<file path="src/rtl/janela_conv_if.sv">
// Handshake and data bundle between a pixel source / window consumer and janela_conv.
interface janela_conv_if;
  logic         start;
  logic [7:0]   pix_in;
  logic         pix_valid;
  logic         pix_ready;
  logic [199:0] win_out;
  logic         win_valid;
  logic         win_ack;
  logic         busy;
  logic         frame_done;

  modport master (
    output start, pix_in, pix_valid, win_ack,
    input  pix_ready, win_out, win_valid, busy, frame_done
  );

  modport slave (
    input  start, pix_in, pix_valid, win_ack,
    output pix_ready, win_out, win_valid, busy, frame_done
  );
endinterface

</file>
<file path="src/rtl/janela_conv.sv">
// 5x5 sliding-window generator: raster pixels in, one registered window per
// valid position out, with a hold state that stalls input until the window is acked.
module janela_conv #(
  parameter int IMG_W = 8,
  parameter int IMG_H = 6
) (
  input  logic         clk,
  input  logic         reset,
  janela_conv_if.slave bus
);
  localparam int CW = (IMG_W > 1) ? $clog2(IMG_W) : 1;
  localparam int RW = (IMG_H > 1) ? $clog2(IMG_H) : 1;

  typedef enum logic [1:0] {IDLE, RUN, HOLD, DONE} state_t;

  state_t        state_q, state_d;
  logic [CW-1:0] col_q, col_d;
  logic [RW-1:0] row_q, row_d;
  logic          last_q, last_d;
  logic          pix_ready_q, pix_ready_d;
  logic          win_valid_q, win_valid_d;
  logic          busy_q, busy_d;
  logic          frame_done_q, frame_done_d;
  logic [7:0]    lb_q  [4][IMG_W];
  logic [7:0]    lb_d  [4][IMG_W];
  logic [7:0]    win_q [5][5];
  logic [7:0]    win_d [5][5];

  // Next-state, counters, line buffers and window shift; outputs are derived from the next state.
  always_comb begin
    state_d = state_q;
    col_d   = col_q;
    row_d   = row_q;
    last_d  = last_q;
    lb_d    = lb_q;
    win_d   = win_q;
    unique case (state_q)
      IDLE: begin
        if (bus.start) begin
          state_d = RUN;
          row_d   = '0;
          col_d   = '0;
          last_d  = 1'b0;
        end
      end
      RUN: begin
        if (bus.pix_valid) begin
          for (int unsigned r = 0; r < 5; r++) begin
            for (int unsigned c = 0; c < 4; c++) begin
              win_d[r][c] = win_q[r][c+1];
            end
          end
          // New right column reads the buffers before this pixel's update lands.
          win_d[0][4] = lb_q[3][col_q];
          win_d[1][4] = lb_q[2][col_q];
          win_d[2][4] = lb_q[1][col_q];
          win_d[3][4] = lb_q[0][col_q];
          win_d[4][4] = bus.pix_in;
          lb_d[3][col_q] = lb_q[2][col_q];
          lb_d[2][col_q] = lb_q[1][col_q];
          lb_d[1][col_q] = lb_q[0][col_q];
          lb_d[0][col_q] = bus.pix_in;
          if (col_q == CW'(IMG_W - 1)) begin
            col_d = '0;
            row_d = (row_q == RW'(IMG_H - 1)) ? '0 : row_q + RW'(1);
          end else begin
            col_d = col_q + CW'(1);
          end
          if (row_q >= RW'(4) && col_q >= CW'(4)) begin
            state_d = HOLD;
            last_d  = (row_q == RW'(IMG_H - 1)) && (col_q == CW'(IMG_W - 1));
          end
        end
      end
      HOLD: begin
        if (bus.win_ack) begin
          state_d = last_q ? DONE : RUN;
        end
      end
      DONE: begin
        state_d = IDLE;
      end
      default: begin
        state_d = IDLE;
      end
    endcase
    pix_ready_d  = (state_d == RUN);
    win_valid_d  = (state_d == HOLD);
    busy_d       = (state_d != IDLE);
    frame_done_d = (state_d == DONE);
  end

  // Control state, counters, window register and registered outputs.
  always_ff @(posedge clk) begin
    if (reset) begin
      state_q      <= IDLE;
      col_q        <= '0;
      row_q        <= '0;
      last_q       <= 1'b0;
      pix_ready_q  <= 1'b0;
      win_valid_q  <= 1'b0;
      busy_q       <= 1'b0;
      frame_done_q <= 1'b0;
      win_q        <= '{default: '0};
    end else begin
      state_q      <= state_d;
      col_q        <= col_d;
      row_q        <= row_d;
      last_q       <= last_d;
      pix_ready_q  <= pix_ready_d;
      win_valid_q  <= win_valid_d;
      busy_q       <= busy_d;
      frame_done_q <= frame_done_d;
      win_q        <= win_d;
    end
  end

  // Line buffers carry no reset; stale contents only reach window columns that are never presented.
  always_ff @(posedge clk) begin
    lb_q <= lb_d;
  end

  // Flatten the window: row 0 (oldest) / column 0 (left) in the low byte.
  always_comb begin
    bus.win_out = '0;
    for (int unsigned r = 0; r < 5; r++) begin
      for (int unsigned c = 0; c < 5; c++) begin
        bus.win_out[(r*5+c)*8 +: 8] = win_q[r][c];
      end
    end
  end

  assign bus.pix_ready  = pix_ready_q;
  assign bus.win_valid  = win_valid_q;
  assign bus.busy       = busy_q;
  assign bus.frame_done = frame_done_q;
endmodule

</file>
<file path="src/flat_wrapper.sv">
// flat-port wrapper written by rule: the top's interface ports become plain ports
module janela_conv_flat 
#(
  parameter int IMG_W = 8,
  parameter int IMG_H = 6
)
  (clk, reset, bus_start, bus_pix_in, bus_pix_valid, bus_win_ack, bus_pix_ready, bus_win_out, bus_win_valid, bus_busy, bus_frame_done);
  janela_conv_if bus_i ();
  input  logic clk;
  input  logic reset;
  input wire logic [$bits(bus_i.start)-1:0] bus_start;
  input wire logic [$bits(bus_i.pix_in)-1:0] bus_pix_in;
  input wire logic [$bits(bus_i.pix_valid)-1:0] bus_pix_valid;
  input wire logic [$bits(bus_i.win_ack)-1:0] bus_win_ack;
  output wire logic [$bits(bus_i.pix_ready)-1:0] bus_pix_ready;
  output wire logic [$bits(bus_i.win_out)-1:0] bus_win_out;
  output wire logic [$bits(bus_i.win_valid)-1:0] bus_win_valid;
  output wire logic [$bits(bus_i.busy)-1:0] bus_busy;
  output wire logic [$bits(bus_i.frame_done)-1:0] bus_frame_done;
  assign bus_i.start = bus_start;
  assign bus_i.pix_in = bus_pix_in;
  assign bus_i.pix_valid = bus_pix_valid;
  assign bus_i.win_ack = bus_win_ack;
  assign bus_pix_ready = bus_i.pix_ready;
  assign bus_win_out = bus_i.win_out;
  assign bus_win_valid = bus_i.win_valid;
  assign bus_busy = bus_i.busy;
  assign bus_frame_done = bus_i.frame_done;
  janela_conv #(.IMG_W(IMG_W), .IMG_H(IMG_H)) u_core (.clk(clk), .reset(reset), .bus(bus_i));
endmodule
</file>
<file path="config.mk">
export PLATFORM = sky130hd
export DESIGN_NAME = janela_conv_flat
export DESIGN_NICKNAME = d
export VERILOG_FILES = /design/src/rtl/janela_conv_if.sv /design/src/rtl/janela_conv.sv /design/src/flat_wrapper.sv
export SDC_FILE = /design/constraint.sdc
export NUM_CORES = 1
export LEC_CHECK = 0
export CAP_MARGIN = 20
export CORE_MARGIN = 2
export CORE_UTILIZATION = 59
export CTS_CLUSTER_SIZE = 10
export DETAILED_ROUTE_END_ITERATION = 10
export GPL_TIMING_DRIVEN = 0
export PLACE_DENSITY = 0.82
export SLEW_MARGIN = 5
export SYNTH_ARGS = -nofsm -noshare
export SYNTH_HDL_FRONTEND = slang
export SYNTH_SLANG_ARGS = --single-unit
</file>
<file path="constraint.sdc">
create_clock -name clk -period 11.7 [get_ports clk]
set_input_delay 3.51 -clock clk [delete_from_list [all_inputs] [get_ports clk]]
set_output_delay 3.51 -clock clk [all_outputs]
set_load 0.01 [all_outputs]
</file>
# ---- After elaboration in Yosys (flattened, before gate mapping)
# Index checks and enable logic that the tools add are counted.
# Widths: inputs -> output; s select.
dict set report classes {
  n_addsub 2
  n_lt_le_gt_ge 4
  n_eq_ne 12
  muxes 36
  bitwise_logic 1
  reduce_logical 10
}
# cell count
set ops {}
lappend ops {{$bwmux 64} 4}
lappend ops {{$bmux 8 s3} 4}
lappend ops {{$mux 8} 9}
lappend ops {{$demux 8 s3} 1}
lappend ops {{$mux 3} 6}
lappend ops {{$pmux 3 s2} 2}
lappend ops {{$mux 2} 5}
lappend ops {{$eq 2x2->1 const B} 4}
lappend ops {{$pmux 2 s4} 1}
lappend ops {{$reduce_and 4->1} 2}
lappend ops {{$add 3x1->3 const B} 2}
lappend ops {{$eq 3x3->1 const B} 2}
lappend ops {{$ge 3x3->1 const B} 2}
lappend ops {{$eq 2x1->1 const B} 2}
lappend ops {{$ge 4x4->1 const B} 1}
lappend ops {{$lt 4x1->1 const B} 1}
lappend ops {{$ne 2x1->1 const B} 2}
lappend ops {{$ne 2x2->1 const B} 2}
lappend ops {{$not 3->4} 1}
lappend ops {{$reduce_bool 2->1} 2}
lappend ops {{$logic_and 1x1->1} 3}
lappend ops {{$mux 1} 3}
lappend ops {{$reduce_and 3->1} 1}
lappend ops {{$logic_not 2->1} 1}
lappend ops {{2 further kinds} 2}
dict set report totals {
  ff_bits 469
  input_bits 13
  out_inout_bits 204
  word_cells 130
}

# ---- Longest topological paths before layout
# Gate-level depths: netlist of the first run.
dict set report logic_depth {
  ltp_word 6
  depth_mapped 7
  ltp_nobuf 6
}

# ---- Worst setup path before layout of the first run
# Ideal clock, no wire load.
dict set report synth_timing {
  path_type {input port to flip-flop}
  from {in bus_pix_valid}
  to {reg u_core.lb_q[120] in the netlist's numbering, enable pin}
  setup_ns 0.502
  arrival_ns 7.093
  required_ns 11.198
  path_slack_ns 4.106
  stages 4
  n_path_buf 2
  path_cell_list {buf_2 nand3b_1 clkbuf_1 nor4_1}
}
dict set report synth_between {
  elab_chain_len 1
}
# element line_no
set synth_rtl {}
lappend synth_rtl {{start, declared} flat_wrapper.sv:13} ;# input wire logic [$bits(bus_i.pix_valid)-1:0] bus_pix_valid;
lappend synth_rtl {{$reduce_and 2->1 (no source line)} --}
lappend synth_rtl {{end signal, assigned} janela_conv.sv:120} ;# lb_q <= lb_d;
lappend synth_rtl {{end, declared} janela_conv.sv:24} ;# logic [7:0] lb_q [4][IMG_W];
# No other way between the ends.
# A chain may end at the register's enable or synchronous reset.

# ---- Final worst setup path of the first run
dict set report layout_timing {
  from {in bus_pix_valid}
  to {reg u_core.lb_q[154] in the netlist's numbering, enable pin}
}
# The elaborated chain is that of the path after synthesis.

==> impl_results.md, run 1 <==
- Status: complete, no violations
- Post-synth EDFFs: 256
- Die area: 0.0310 mm^2
- Final count of hold timing violations: 0
- DIE WIDTH: 176 um
- Setup-failing EPs final: 0
- Routed Antenna Nets: 0
- Initial Util: 60.3%
- Minimum clock period after layout: 5.43 ns
- Sequential share of the synthesized area: 68.5%
- Ys async rst share: 0%
- Hold Path Origin: u_core.bus.win_out[162]$_SDFFE_PP0P_
- 1st-pass router iterations: 6
- Seq pwr share: 52.4%
- Setup ws final: 6.27 ns
- Max Cap Viol: 0
- DR WL/cell: 21.5 um
- Placement row count: 62
- # Post-CTS Setup Buffers: 0
- Largest net degree at the start of global routing: 26
- Vias per std cell: 6.03
- Clock skew: 0.0139 ns
- Routability Congestion: 0.875
- Crit-path max cell delay: 0.80 ns
- Pre-CTS setup slack: 5.80 ns
- Nets: 1785
- Worst slew margin: 36.9%
- Die span in y: 176 um
- Worst Setup End Kind: flip-flop
- Critical path, cell by cell: buf_2, nand3b_1, clkbuf_1, nor3_2, buf_4, buf_4
- Deepest clock path buffer count: 3
- GRT Total Usage: 30.0%
- Syn. warnings: 0
- Port bufs: 214
- Layout cell share with drive strength beyond 1: 10.5%
- CORE AREA: 0.0289 mm^2
- Most used DFF post-synth: edfxtp_1
- Synth Cell Area: 0.0175 mm^2
- Post-CTS Hold Fix Bufs: 0
- CP startpoint kind: input port
- Initial antenna violation count: 0
- Layout Utilization: 75.3%
- Yosys reg bits: 469
- Launch point of the worst path: bus_pix_valid
- Net load switching power: 0.735 mW
- Synth area leader: edfxtp_1
- Area Overhead vs Synth: 24.9%
- Clk_lat worst skew: 0.56 ns
- Syn Inst Count: 1482
- Crit Path Category: in2reg
- VDD IR max: 129 uV
- Worst-path clk slew: 0.05 ns
- Total power per unit cell area: 156 mW/mm^2
- Vias in the first global route: 12624
- Crit path DAT: 5.68 ns
- CTS tree: yes
- Drt total wl: 47.0 mm
- First-pass GRT wire length: 71.0 mm
- Synth area leaders: edfxtp_1 44%, dfxtp_1 24%, nand2_1 8.5%
- # DRC: 0
- Clock power share: 41.8%
- Reg-to-Reg Start: u_core.col_q[2]$_SDFFE_PP0P_
- H-tree levels: 2
- Overflow after GRT: 0
- Synth top area share: 44.1%
- Unrepaired setup endpoints after global routing: no
- Worst endpoint required time: 11.95 ns
- Switching portion of total power: 21.6%
- Flop2flop setup slack: 8.74 ns
- Post-Syn Nets: 1497
- Clock sinks: 469
- IO Pins: 217
- Fin crit share: 46.4%
- Dpl hpwl: 32.1 mm
- Internal power: 2.66 mW
- Total negative slack: 0 ns
- CP most frequent cell: buf_4
- CP max-delay cell: nor3_2
- Root Buffer: clkbuf_16
- Vias: 13165
- Synthesized area per cell: 11.8 um^2
- Lkg Pwr: 7.10 nW
- CTS resizes: 0
- Antenna diode count: 0
- Slew Limit Fails: 0
- Worst-Margin Slew: 0.941 ns
- Number of distinct library cells after synthesis: 57
- Combinational Power Share: 5.8%
- Crit path max fanout: 10
- Maximum clock rate: 184 MHz
- Hold WC Path Type: reg2reg
- Cts bufs inserted: 52
- Detailed Route Iter0 Violations: 1462
## critical path: cells and delay by family
family | cells | cell delay (ns)
buffers and inverters | 4 | 1.13
AND/OR/NAND/NOR | 2 | 1.04
## cell type report
cell class / count / area, um^2
repair buffers: 234 / 2370
flip-flops and latches: 469 / 12000
multi-input cells: 893 / 4920
clock buffers: 85 / 1450
well taps: 384 / 480
plain buffers: 107 / 583
fillers: 1822 / 7140
inverters: 13 / 48.8
## state kept, by name, indices dropped and copies added (netlist names)
signal                 flops
u_core.lb_q              256
u_core.bus.busy            1
u_core.bus.pix_ready       1
u_core.row_q               3
u_core.bus.frame_done      1
u_core.col_q               3
u_core.bus.win_valid       1
u_core.bus.win_out       200
u_core.last_q              1
u_core.state_q             2
## metrics by stage
stage | instance area (um^2) | hold WS, ns | instances | power (mW)
2_1_floorplan | 17500 | 0.461 | 1482 | 1.92
3_3_place_gp | 20100 | 0.442 | 2080 | 2.00
3_5_place_dp | 20400 | 0.447 | 2100 | 2.01
4_1_cts | 21800 | 0.455 | 2185 | 3.40
5_1_grt | 21800 | 0.468 | 2185 | 3.49
6_report | 21800 | 0.454 | 2185 | 3.40
## path summary, 6_finish.rpt
| path | endpoint | cells past startpoint |
|---|---|---|
| worst max-delay path | u_core.lb_q[154]$_DFFE_PP_ | 6 |
| worst min-delay path | u_core.bus.win_out[162]$_SDFFE_PP0P_ | 2 |
| worst max register to register | u_core.lb_q[154]$_DFFE_PP_ | 6 |
| worst min register to register | u_core.bus.win_out[162]$_SDFFE_PP0P_ | 2 |
## layout by cell type (no fill, tap or decap), types with 5 or more instances in the layout
cell               n
inv_1             12
dfxtp_1          213
nor2_1            47
or3_1              8
a211oi_1           6
a21oi_1          177
buf_12             5
buf_2             59
clkbuf_1          62
a221oi_1           5
a221o_1           11
buf_4             19
mux4_2             9
clkbuf_16         53
nand4_1            5
o21ai_0            5
a21o_1             6
o22ai_1           21
o32ai_1            7
nor2b_1            6
a311oi_1          15
nor3_1            18
o21ai_1            6
edfxtp_1         256
mux2i_1           53
a22o_1             6
mux2_2            15
nor4_1             8
o22a_1             8
nand2_1          395
clkdlybuf4s50_1  214
buf_6             11
a31oi_1            7
## power by group through the flow
| stage | clock [mW] | sequential [mW] | combinational [mW] |
|---|---|---|---|
| 2_1_floorplan | 0 | 1.82 | 0.103 |
| 3_3_place_gp | 0 | 1.82 | 0.184 |
| 3_5_place_dp | 0 | 1.82 | 0.191 |
| 4_1_cts | 1.43 | 1.78 | 0.193 |
| 5_1_grt | 1.49 | 1.78 | 0.210 |
| 6_report | 1.42 | 1.78 | 0.196 |
## logic make-up (layout without fill, tap and decap cells)
logic type | Yosys count | after routing | share of synthesized area, %
and+or+nand+nor | 520 | 520 | 12.2
DFF | 469 | 469 | 68.5
muxes | 77 | 77 | 5.17
AOI/OAI and AO/OA | 294 | 294 | 10.4
buffers and inverters | 120 | 439 | 3.62
adders and majority gates | 2 | 2 | 0.143
## metal layers
metal	track usage (%)	vias to the layer above	wire length (um)
li1	-	5859	-
met1	38.7	6331	17500
met2	50.0	836	22700
met3	5.68	139	4950
met4	13.2	0	1930
met5	0	-	0
## Yosys cell counts, types with 5 or more instances
master and n:
a21oi_1 177, nor4_1 9, nor3_1 21, mux2_2 15, nand4_1 5, a21o_1 6, o22ai_1 21, a211oi_1 6
a221oi_1 5, buf_6 6, nor2_1 51, edfxtp_1 256, o21ai_0 5, o21ai_1 6, a221o_1 11, or3_1 8
nor2b_1 6, mux4_2 9, a22o_1 6, dfxtp_1 213, o22a_1 8, o32ai_1 7, mux2i_1 53, buf_2 59
a311oi_1 15, nand2_1 395, a31oi_1 7, inv_1 12, buf_4 9, clkbuf_1 30
Power figures use the tool's default switching activity.
==> run 2, diff against run 1 <==
--- a/config.mk
+++ b/config.mk
@@ -7,11 +7,11 @@
 export LEC_CHECK = 0
 export CAP_MARGIN = 20
 export CORE_MARGIN = 2
-export CORE_UTILIZATION = 59
+export CORE_UTILIZATION = 50
 export CTS_CLUSTER_SIZE = 10
 export DETAILED_ROUTE_END_ITERATION = 10
 export GPL_TIMING_DRIVEN = 0
-export PLACE_DENSITY = 0.82
+export PLACE_DENSITY = 0.74
 export SLEW_MARGIN = 5
 export SYNTH_ARGS = -nofsm -noshare
 export SYNTH_HDL_FRONTEND = slang
==> constraint.sdc (replaced) <==
create_clock -name clk -period 4.6 [get_ports clk]
set_input_delay 1.38 -clock clk [delete_from_list [all_inputs] [get_ports clk]]
set_output_delay 1.38 -clock clk [all_outputs]
set_load 0.01 [all_outputs]
==> run 2 against run 1 <==
Against the previous run:
- die area rose by 18%
- combinational power rose to 2.5 times the previous value
- clock power rose to 2.5 times the previous value
- via count fell by 2.9%
- clock skew fell by 0.0042 ns
- register-to-register slack got worse by 7.0 ns
- largest power group unchanged
- core utilization fell by 12 points
- largest cell class unchanged
- total power rose to 2.5 times the previous value
- non-clock buffer count fell by 3
==> impl_results.md, run 2 (synthesis results as in run 1) <==
- R2r worst-path depth: 6
- Initial Util: 50.6%
- Seq pwr share: 52.5%
- Post-CTS Hold Fix Bufs: 0
- DIE WIDTH: 191 um
- Total power per unit cell area: 395 mW/mm^2
- Clock power share: 41.8%
- CTS tree: yes
- IO Pins: 217
- Deepest clock path buffer count: 3
- Layout cell share with drive strength beyond 1: 10.4%
- Flop2flop setup slack: 1.72 ns
- Clk_lat worst skew: 0.55 ns
- Routed Antenna Nets: 0
- Reg area: 0.0120 mm^2
- Worst-Margin Slew: 1.10 ns
- Most frequent cells in the layout: 395 x nand2_1, 256 x edfxtp_1, 214 x clkdlybuf4s50_1, 213 x dfxtp_1, 177 x a21oi_1
- # Post-CTS Setup Buffers: 0
- # fillers: 2595
- VDD IR max: 269 uV
- Placement row count: 68
- Detailed Route Iter0 Violations: 1155
- Dpl hpwl: 33.6 mm
- CTS resizes: 0
- Final count of hold timing violations: 0
- Nets: 1782
- Crit Path Category: in2reg
- DR WL/cell: 21.3 um
- Port bufs: 214
- Vias per std cell: 5.68
- Status: complete, no violations
- Maximum clock rate: 314 MHz
- First-pass GRT wire length: 71.8 mm
- 1st-pass router iterations: 6
- Vias: 12785
- Largest register FFs: 256
- Root Buffer: clkbuf_16
- Largest net degree at the start of global routing: 25
- Fin crit share: 69.3%
- Layout Utilization: 63.5%
- CP startpoint kind: input port
- Clock skew: 0.00970 ns
- Lkg Pwr: 7.08 nW
- Crit path DAT: 3.44 ns
- Net load switching power: 1.88 mW
- Total negative slack: 0 ns
- Reg-to-Reg Start: u_core.col_q[2]$_SDFFE_PP0P_
- Worst Setup End Kind: flip-flop
- GRT Total Usage: 26.0%
- Area Overhead vs Synth: 25.3%
- Cts bufs inserted: 52
- Launch point of the worst path: bus_pix_valid
- Worst-path clk slew: 0.05 ns
- Setup-failing EPs final: 0
- Minimum clock period after layout: 3.19 ns
- Slew Limit Fails: 0
- Antenna diode count: 0
- Unrepaired setup endpoints after global routing: no
- Critical Path End: u_core.lb_q[188]$_DFFE_PP_
- Top reg by flops: u_core.lb_q
- Max Cap Viol: 0
- Hold WC Path Type: reg2reg
- Overflow after GRT: 0
- Multi-input gate area: 0.00493 mm^2
- Switching portion of total power: 21.7%
- # DRC: 0
- Die area: 0.0364 mm^2
- Worst slew margin: 26.4%
- Worst endpoint required time: 4.85 ns
- Crit path max fanout: 12
- Drt total wl: 48.0 mm
- Die span in y: 191 um
- Internal power: 6.76 mW
- Combinational Power Share: 5.7%
- H-tree levels: 2
- RR Endpoint: u_core.lb_q[156]$_DFFE_PP_
- Clock sinks: 469
- Initial antenna violation count: 0
- Commonest non-fill, non-tap cell in the layout: nand2_1
- CORE AREA: 0.0345 mm^2
- Routability Congestion: 0.868
- Vias in the first global route: 12289
==> run 2: cell count changes in the layout (fill, tap and decap cells not counted), sizes merged <==
cell    previous run  this run
clkbuf           116       113
buf               96        93
==> run 2: worst min path at each step <==
stage	start	to	slack, ns	cells after the start
finish	u_core.bus.win_out[83]$_SDFFE_PP0P_	u_core.bus.win_out[83]$_SDFFE_PP0P_	0.45	2
global route	u_core.bus.win_out[162]$_SDFFE_PP0P_	u_core.bus.win_out[162]$_SDFFE_PP0P_	0.47	2
CTS	u_core.bus.win_out[84]$_SDFFE_PP0P_	u_core.bus.win_out[84]$_SDFFE_PP0P_	0.45	2
detailed placement	u_core.bus.win_out[162]$_SDFFE_PP0P_	u_core.bus.win_out[162]$_SDFFE_PP0P_	0.45	2
global placement	u_core.bus.win_out[2]$_SDFFE_PP0P_	u_core.bus.win_out[2]$_SDFFE_PP0P_	0.44	2
floorplan	u_core.last_q$_SDFFE_PP0P_	u_core.last_q$_SDFFE_PP0P_	0.46	2
==> run 2: cell type report <==
| cell class | instances | share of cell area, % |
|---|---|---|
| Buffer | 107 | 2.67 |
| Multi-Input combinational cell | 893 | 22.5 |
| Timing Repair Buffer | 231 | 10.7 |
| Clock buffer | 82 | 6.56 |
| Sequential cell | 469 | 54.7 |
| Inverter | 13 | 0.223 |
| Tap cell | 455 | 2.60 |
==> run 2: worst max-delay path, cell delays in order <==
cell	delay, ns
buf_2	0.17
nand3b_1	0.25
clkbuf_1	0.40
nor4_4	0.92
buf_6	0.30
==> run 2: power by group through the flow <==
stage | registers [mW] | logic, mW | clock network (mW)
floorplan | 4.62 | 0.263 | 0
global placement | 4.62 | 0.473 | 0
detailed placement | 4.62 | 0.490 | 0
CTS | 4.53 | 0.492 | 3.65
global route | 4.54 | 0.533 | 3.82
finish | 4.54 | 0.496 | 3.61
==> run 2: metal layers <==
layer | GRT usage (%) | vias to the layer above | wire length [um]
li1 | - | 5864 | -
met1 | 33.6 | 6181 | 18900
met2 | 43.5 | 623 | 23200
met3 | 5.30 | 117 | 4470
met4 | 9.09 | 0 | 1510
met5 | 0 | - | 0
==> run 2: per-stage QoR <==
step | worst slack, ns | hold slack [ns] | instances | cell area (um^2) | power [mW]
3_5_place_dp | 0.816 | 0.446 | 2168 | 20400 | 5.11
4_1_cts | 1.42 | 0.454 | 2250 | 21900 | 8.68
3_3_place_gp | -2.62 | 0.442 | 2151 | 20200 | 5.10
6_report | 1.41 | 0.453 | 2250 | 21900 | 8.64
5_1_grt | 1.28 | 0.473 | 2250 | 21900 | 8.89
2_1_floorplan | 0.0241 | 0.461 | 1482 | 17500 | 4.88
